$ cat src/rtl/ps2_kbd_pkg.sv
// Shared types and constants for the PS/2 keyboard receiver.
package ps2_kbd_pkg;

    typedef enum logic [1:0] {IDLE, DATA, PARITY, STOP} rx_state_e;

    localparam logic [7:0] PS2_EXT   = 8'hE0;
    localparam logic [7:0] PS2_REL   = 8'hF0;
    localparam logic [7:0] PS2_PAUSE = 8'hE1;

    typedef struct packed {
        logic       ext;
        logic       rel;
        logic [7:0] code;
    } kbd_event_t;

    function automatic logic is_prefix(input logic [7:0] b);
        return (b == PS2_EXT) || (b == PS2_REL) || (b == PS2_PAUSE);
    endfunction

endpackage

$ cat src/rtl/ps2_kbd_rx_if.sv
// Key-event handshake between the PS/2 receiver (master) and the keyboard-matrix logic (slave).
interface ps2_kbd_rx_if;
    logic       key_valid;
    logic [7:0] key_code;
    logic       key_ext;
    logic       key_release;
    logic       key_ack;

    modport master (output key_valid, key_code, key_ext, key_release, input key_ack);
    modport slave  (input key_valid, key_code, key_ext, key_release, output key_ack);
endinterface

$ cat src/rtl/ps2_kbd_fifo.sv
// Synchronous event FIFO, depth 2**FIFO_BITS; overflow drops the incoming word and pulses o_ovf.
module ps2_kbd_fifo #(
    parameter int unsigned FIFO_BITS = 2,
    parameter int unsigned WIDTH     = 10
) (
    input  logic             i_clk,
    input  logic             i_rst_n,
    input  logic             i_push,
    input  logic [WIDTH-1:0] i_wdata,
    input  logic             i_pop,
    output logic [WIDTH-1:0] o_rdata,
    output logic             o_empty,
    output logic             o_ovf
);
    localparam int unsigned DEPTH = 2 ** FIFO_BITS;
    localparam logic [FIFO_BITS:0] PTR_ONE = 1;

    logic [FIFO_BITS:0] r_wr_ptr, r_rd_ptr;
    logic [WIDTH-1:0]   r_mem [DEPTH];
    logic               r_ovf;
    logic               w_full, w_empty, w_push, w_pop;

    // Extra MSB distinguishes full (MSBs differ) from empty (pointers equal).
    assign w_empty = (r_wr_ptr == r_rd_ptr);
    assign w_full  = (r_wr_ptr[FIFO_BITS] != r_rd_ptr[FIFO_BITS]) &&
                     (r_wr_ptr[FIFO_BITS-1:0] == r_rd_ptr[FIFO_BITS-1:0]);
    assign w_pop   = i_pop & ~w_empty;
    assign w_push  = i_push & (~w_full | w_pop);

    always_ff @(posedge i_clk) begin
        if (!i_rst_n) begin
            r_wr_ptr <= '0;
            r_rd_ptr <= '0;
            r_ovf    <= 1'b0;
        end else begin
            if (w_push) r_wr_ptr <= r_wr_ptr + PTR_ONE;
            if (w_pop)  r_rd_ptr <= r_rd_ptr + PTR_ONE;
            r_ovf <= i_push & w_full & ~w_pop;
        end
    end

    always_ff @(posedge i_clk) begin
        if (w_push) r_mem[r_wr_ptr[FIFO_BITS-1:0]] <= i_wdata;
    end

    assign o_rdata = w_empty ? '0 : r_mem[r_rd_ptr[FIFO_BITS-1:0]];
    assign o_empty = w_empty;
    assign o_ovf   = r_ovf;
endmodule

$ cat src/rtl/ps2_kbd_rx.sv
// PS/2 keyboard receiver: sync/filter, frame FSM, E0/F0 prefix decoder, event FIFO.
// Optional frame watchdog enabled by defining PS2_KBD_TIMEOUT_EN.
module ps2_kbd_rx
    import ps2_kbd_pkg::*;
#(
    parameter int unsigned FILTER_LEN = 4,
    parameter int unsigned TIMEOUT    = 16384,
    parameter int unsigned FIFO_BITS  = 2
) (
    input  logic          clk_sys,
    input  logic          reset_n,
    input  logic          ps2_kbd_clk,
    input  logic          ps2_kbd_data,
    ps2_kbd_rx_if.master  kbd_if,
    output logic          frame_err,
    output logic          fifo_ovf
);
    logic [1:0] r_clk_s, r_dat_s;
    logic       r_clk_f, r_fe;
    logic [3:0] r_flt_cnt;
    logic       w_dat;

    rx_state_e  r_state, w_state_nxt;
    logic [7:0] r_shift, r_byte;
    logic [2:0] r_bit_cnt;
    logic       r_par, r_par_ok;
    logic       r_frame_err, r_byte_vld, r_ext, r_rel;
    logic       w_frame_ok, w_frame_bad, w_timeout;

    kbd_event_t w_event, w_head;
    logic       w_push, w_pop, w_empty, w_ovf;

    assign w_dat = r_dat_s[1];

    // Filtered clock follows the synchronised clock after FILTER_LEN differing samples.
    always_ff @(posedge clk_sys) begin
        if (!reset_n) begin
            r_clk_s   <= 2'b11;
            r_dat_s   <= 2'b11;
            r_clk_f   <= 1'b1;
            r_flt_cnt <= '0;
            r_fe      <= 1'b0;
        end else begin
            r_clk_s <= {r_clk_s[0], ps2_kbd_clk};
            r_dat_s <= {r_dat_s[0], ps2_kbd_data};
            r_fe    <= 1'b0;
            if (r_clk_s[1] == r_clk_f) begin
                r_flt_cnt <= '0;
            end else if (r_flt_cnt == 4'(FILTER_LEN - 1)) begin
                r_clk_f   <= r_clk_s[1];
                r_flt_cnt <= '0;
                r_fe      <= r_clk_f;
            end else begin
                r_flt_cnt <= r_flt_cnt + 4'd1;
            end
        end
    end

`ifdef PS2_KBD_TIMEOUT_EN
    localparam int unsigned WD_W = $clog2(TIMEOUT + 1);
    logic [WD_W-1:0] r_wd_cnt;

    always_ff @(posedge clk_sys) begin
        if (!reset_n || r_state == IDLE || r_fe) r_wd_cnt <= '0;
        else                                     r_wd_cnt <= r_wd_cnt + WD_W'(1);
    end

    assign w_timeout = (r_state != IDLE) && !r_fe && (r_wd_cnt == WD_W'(TIMEOUT - 1));
`else
    // No watchdog in this build; TIMEOUT has no effect.
    assign w_timeout = 1'b0 && (TIMEOUT == 0);
`endif

    always_ff @(posedge clk_sys) begin
        if (!reset_n) r_state <= IDLE;
        else          r_state <= w_state_nxt;
    end

    always_comb begin
        w_state_nxt = r_state;
        if (w_timeout) begin
            w_state_nxt = IDLE;
        end else if (r_fe) begin
            unique case (r_state)
                IDLE:    if (!w_dat) w_state_nxt = DATA;
                DATA:    if (r_bit_cnt == 3'd7) w_state_nxt = PARITY;
                PARITY:  w_state_nxt = STOP;
                STOP:    w_state_nxt = IDLE;
                default: w_state_nxt = IDLE;
            endcase
        end
    end

    always_comb begin
        w_frame_ok  = 1'b0;
        w_frame_bad = w_timeout;
        if (r_fe && r_state == STOP) begin
            if (r_par_ok && w_dat) w_frame_ok  = 1'b1;
            else                   w_frame_bad = 1'b1;
        end
    end

    always_ff @(posedge clk_sys) begin
        if (!reset_n) begin
            r_shift   <= '0;
            r_bit_cnt <= '0;
            r_par     <= 1'b1;
            r_par_ok  <= 1'b0;
        end else if (r_fe) begin
            unique case (r_state)
                IDLE: begin
                    r_bit_cnt <= '0;
                    r_par     <= 1'b1;
                end
                DATA: begin
                    r_shift   <= {w_dat, r_shift[7:1]};
                    r_par     <= r_par ^ w_dat;
                    r_bit_cnt <= r_bit_cnt + 3'd1;
                end
                PARITY:  r_par_ok <= (w_dat == r_par);
                default: ;
            endcase
        end
    end

    always_ff @(posedge clk_sys) begin
        if (!reset_n) begin
            r_frame_err <= 1'b0;
            r_byte_vld  <= 1'b0;
            r_byte      <= '0;
            r_ext       <= 1'b0;
            r_rel       <= 1'b0;
        end else begin
            r_frame_err <= w_frame_bad;
            r_byte_vld  <= w_frame_ok;
            if (w_frame_ok) r_byte <= r_shift;
            if (w_frame_bad) begin
                r_ext <= 1'b0;
                r_rel <= 1'b0;
            end else if (r_byte_vld) begin
                if (r_byte == PS2_EXT) begin
                    r_ext <= 1'b1;
                end else if (r_byte == PS2_REL) begin
                    r_rel <= 1'b1;
                end else if (r_byte != PS2_PAUSE) begin
                    r_ext <= 1'b0;
                    r_rel <= 1'b0;
                end
            end
        end
    end

    assign w_push  = r_byte_vld && !is_prefix(r_byte);
    assign w_event = '{ext: r_ext, rel: r_rel, code: r_byte};
    assign w_pop   = ~w_empty & kbd_if.key_ack;

    ps2_kbd_fifo #(
        .FIFO_BITS (FIFO_BITS),
        .WIDTH     ($bits(kbd_event_t))
    ) u_fifo (
        .i_clk   (clk_sys),
        .i_rst_n (reset_n),
        .i_push  (w_push),
        .i_wdata (w_event),
        .i_pop   (w_pop),
        .o_rdata (w_head),
        .o_empty (w_empty),
        .o_ovf   (w_ovf)
    );

    assign kbd_if.key_valid   = ~w_empty;
    assign kbd_if.key_code    = w_head.code;
    assign kbd_if.key_ext     = w_head.ext;
    assign kbd_if.key_release = w_head.rel;
    assign frame_err          = r_frame_err;
    assign fifo_ovf           = w_ovf;
endmodule

$ cat src/flat_wrapper.sv
// flat-port wrapper written by rule: the top's interface ports become plain ports
module ps2_kbd_rx_flat import ps2_kbd_pkg::*;
#(
    parameter int unsigned FILTER_LEN = 4,
    parameter int unsigned TIMEOUT    = 16384,
    parameter int unsigned FIFO_BITS  = 2
)
  (clk_sys, reset_n, ps2_kbd_clk, ps2_kbd_data, frame_err, fifo_ovf, kbd_if_key_valid, kbd_if_key_code, kbd_if_key_ext, kbd_if_key_release, kbd_if_key_ack);
  ps2_kbd_rx_if kbd_if_i ();
  input  logic clk_sys;
  input  logic reset_n;
  input  logic ps2_kbd_clk;
  input  logic ps2_kbd_data;
  output logic frame_err;
  output logic fifo_ovf;
  output wire logic [$bits(kbd_if_i.key_valid)-1:0] kbd_if_key_valid;
  output wire logic [$bits(kbd_if_i.key_code)-1:0] kbd_if_key_code;
  output wire logic [$bits(kbd_if_i.key_ext)-1:0] kbd_if_key_ext;
  output wire logic [$bits(kbd_if_i.key_release)-1:0] kbd_if_key_release;
  input wire logic [$bits(kbd_if_i.key_ack)-1:0] kbd_if_key_ack;
  assign kbd_if_key_valid = kbd_if_i.key_valid;
  assign kbd_if_key_code = kbd_if_i.key_code;
  assign kbd_if_key_ext = kbd_if_i.key_ext;
  assign kbd_if_key_release = kbd_if_i.key_release;
  assign kbd_if_i.key_ack = kbd_if_key_ack;
  ps2_kbd_rx #(.FILTER_LEN(FILTER_LEN), .TIMEOUT(TIMEOUT), .FIFO_BITS(FIFO_BITS)) u_core (.clk_sys(clk_sys), .reset_n(reset_n), .ps2_kbd_clk(ps2_kbd_clk), .ps2_kbd_data(ps2_kbd_data), .kbd_if(kbd_if_i), .frame_err(frame_err), .fifo_ovf(fifo_ovf));
endmodule
$ cat config.mk
export PLATFORM = sky130hd
export DESIGN_NAME = ps2_kbd_rx_flat
export DESIGN_NICKNAME = d
export VERILOG_FILES = /design/src/rtl/ps2_kbd_pkg.sv /design/src/rtl/ps2_kbd_rx_if.sv /design/src/rtl/ps2_kbd_fifo.sv /design/src/rtl/ps2_kbd_rx.sv /design/src/flat_wrapper.sv
export SDC_FILE = /design/constraint.sdc
export NUM_CORES = 1
export LEC_CHECK = 0
export CORE_ASPECT_RATIO = 1.1
export CORE_MARGIN = 1.5
export CORE_UTILIZATION = 50
export DETAILED_ROUTE_END_ITERATION = 12
export DONT_BUFFER_PORTS = 1
export PLACE_DENSITY = 0.67
export SYNTH_ARGS = -nofsm -noshare
export SYNTH_HDL_FRONTEND = slang
export SYNTH_HIERARCHICAL = 1
export SYNTH_SLANG_ARGS = --single-unit
$ cat constraint.sdc
create_clock -name clk_sys -period 4.1 [get_ports clk_sys]
set_input_delay 0 -clock clk_sys [delete_from_list [all_inputs] [get_ports clk_sys]]
set_output_delay 0 -clock clk_sys [all_outputs]
set_load 0.02 [all_outputs]
==> run metrics <==
outcome finished, final reports clean; Tcrit/Tclk final 63.6%; CP Max Fanout 13; Seq/Total Area, Yosys 60.0%; Layout Area Growth over Synthesis 8.20%; post-route insts no fill 383; CP endpoint kind register; YS warnings 6; fillers 569; initial antenna violation count 0; setup TNS 0 ps; final core utilization 57.1%; worst r2r src u_core/u_fifo/r_wr_ptr[1]; Max Cap Violations 0; r2r endpoint u_core/u_fifo/r_mem[3][3]; clock tree root buffer cell clkbuf_8; CP Data Arrival Time 2660 ps; vias in the first global route 2076; CP Launch Point u_core/u_fifo/r_wr_ptr[1]; critical path class register to register; max frequency 0.383 GHz; Final #Nets 314; DP Wirelength 3780 um; CP endpoint u_core/u_fifo/r_mem[3][3]; Final Slew Violations 0; clock latency at the later pin of the worst-skew pair 340 ps; initial core utilization 52.7%; leakage 1.32 nW; synthesized cell area 3540 um2; worst r2r path cells 7; min cycle time layout 2610 ps; Power, Total 1.50 mW; Final setup viols 0; layout cell share with drive strength beyond 1 10.3%; post-synth top area cell edfxtp_1; largest cells by area after synthesis edfxtp_1, dfxtp_1, mux4_2; synthesis-stage register bit count 86; Final Wtd Congestion 0.799; Fin. Hold Viols 0; routed len/inst 15.0 um; Yosys top cell area share 33.9%; htree depth 3; CP Launch Type register; Least-Margin Pin Slew 748 ps; largest net degree at the start of global routing 25; Global Route Usage Sum 16.2%; Die Y 91.2 um; # diodes 0; Congestion Overflow GR 0; Num CTS Buffers 9; hold buffer count at cts 3; Core Region 6710 um2; Routed Antenna Nets 0; post-synth cell types 41; total nets after synthesis 309; vias per cell 5.38; clock-pin slew on the worst setup and hold paths 90 ps; Ports 18; clock sinks 86; VDD IR max 164 uV; Avg Cell Area, Syn 12.2 um2; Routed WL 5750 um; first-pass GRT wire length 9610 um; PortBufs 0; DR DRC count 0; DR vias 2061; die area 7590 um2; CTS resizes 0; drt first pass iters 4; CTS tree done; Slew headroom 49.4%; DP Cell Count 364; Die X 83.2 um; hold path depth 3; Multi-input gate area 1320 um2; R2R Setup Slk 1490 ps; Mapped Cells 291; Rows 31; power per cell area 391 nW/um2; maximum clock path buffer count 2; Post-CTS Setup Inserts 0; 1st-iter DRT viols 72; FF+latch area 2120 um2; RSZ-0062 raised after global routing no; Worst EP required 4150 ps; Worst Skew 13.8 ps; hold crit path type primary input to register
==> cell usage after synthesis <==
cell and n:
o21a_1 2, mux4_2 10, and4_1 1, nand2_1 50, clkbuf_1 3, a41oi_1 1, or3b_4 1, ha_1 13
o311a_1 1, nor2_1 12, o211ai_1 2, inv_1 10, o21ai_0 2, nor4b_2 1, o41a_1 1, nand4_1 2
a21oi_1 19, a31oi_1 3, nand2b_1 7, nand3_1 4, o211a_1 1, dfxtp_1 46, nor3b_1 1, and2_1 5
nor3_1 2, a21boi_0 1, xor2_1 5, and3_1 2, edfxtp_1 40, buf_4 3, xnor2_1 5, and3b_1 1
mux2i_1 8, nand4b_1 1, a22oi_1 2, a211oi_1 1, nor4_1 1, a311o_1 1, a31o_2 3, nor2b_1 12
buf_2 5
==> layer usage <==
metal / global-route usage [%] / part of all wire (%) / up-vias
li1: - / - / 1038
met1: 19.0 / 45 / 990
met2: 28.5 / 52 / 24
met3: 3.36 / 2.1 / 9
met4: 7.22 / 1.5 / 0
met5: 0 / 0 / -
==> registers in the layout, summed over array words and instances (netlist names), named ones only <==
name / count
u_core/u_fifo/r_mem: 40
u_core/u_fifo/r_wr_ptr: 3
u_core/r_rel: 1
u_core/r_par_ok: 1
u_core/r_clk_s: 2
u_core/r_flt_cnt: 4
u_core/r_shift: 8
u_core/r_bit_cnt: 3
u_core/frame_err: 1
u_core/r_par: 1
u_core/r_fe: 1
u_core/r_ext: 1
u_core/r_byte_vld: 1
u_core/r_state: 2
u_core/r_dat_s: 2
u_core/u_fifo/r_rd_ptr: 3
u_core/r_clk_f: 1
u_core/u_fifo/o_ovf: 1
u_core/r_byte: 8
==> final cells by class <==
type	instances	area share [%]
clock buffer	13	4.15
clock inverter	3	1.11
inverter	10	0.980
multi-input combinational	184	34.5
sequential	86	55.4
tap	82	2.68
timing repair buffer	5	1.18
==> where the power goes <==
part	internal, mW	switching (mW)	leakage, nW
sequential	0.891	0.00157	0.742
combinational	0.00498	0.00924	0.479
clock	0.315	0.277	0.0996
total	1.21	0.288	1.32
==> logic make-up after synthesis <==
logic type                 count (synthesis)  share of synthesized area, %
DFF                                       86                          60.0
AOI/OAI and AO/OA                         40                          7.36
muxes                                     18                          8.63
and+or+nand+nor                          103                          14.3
buffers and inverters                     21                          2.72
adders and majority gates                 13                          4.60
xor gates and xnor gates                  10                          2.48
==> worst min-delay path by stage <==
| stage | from | end | slack, ps |
|---|---|---|---|
| after detailed placement | reset_n | u_core/r_clk_s[0] | 80 |
| final | reset_n | u_core/u_fifo/r_rd_ptr[2] | 60 |
| after floorplan | ps2_kbd_clk | u_core/r_clk_s[0] | 100 |
| after global routing | reset_n | u_core/u_fifo/r_rd_ptr[2] | 90 |
| after global placement | reset_n | u_core/r_clk_f | 70 |
| after CTS | reset_n | u_core/u_fifo/r_rd_ptr[2] | 40 |
==> worst max-delay path, stage by stage (launching register included) <==
cell and delay, ps:
dfxtp_1 470, xor2_1 310, nor3_1 80, buf_4 190, nor2b_1 270, inv_1 120
a41oi_1 600, buf_4 280
==> cell usage in the layout (no fill, tap or decap), drive strengths merged, types with 7 or more instances in the layout <==
cell	Yosys	layout
dfxtp	46	46
ha	13	13
nand2	50	50
edfxtp	40	40
nand2b	7	7
inv	10	10
nor2	12	12
clkbuf	3	13
mux4	10	10
a21oi	19	19
nor2b	12	12
mux2i	8	8
==> per-stage QoR <==
stage	cell area (um2)	setup slack, ps	hold WS, ps
after floorplan	3540	1780	101
after global placement	3600	1670	69.7
after detailed placement	3600	1540	81.3
after CTS	3830	1460	43.8
after global routing	3830	1250	87.9
final	3830	1490	55.8
No activity file was read; power rests on OpenSTA's default activity.
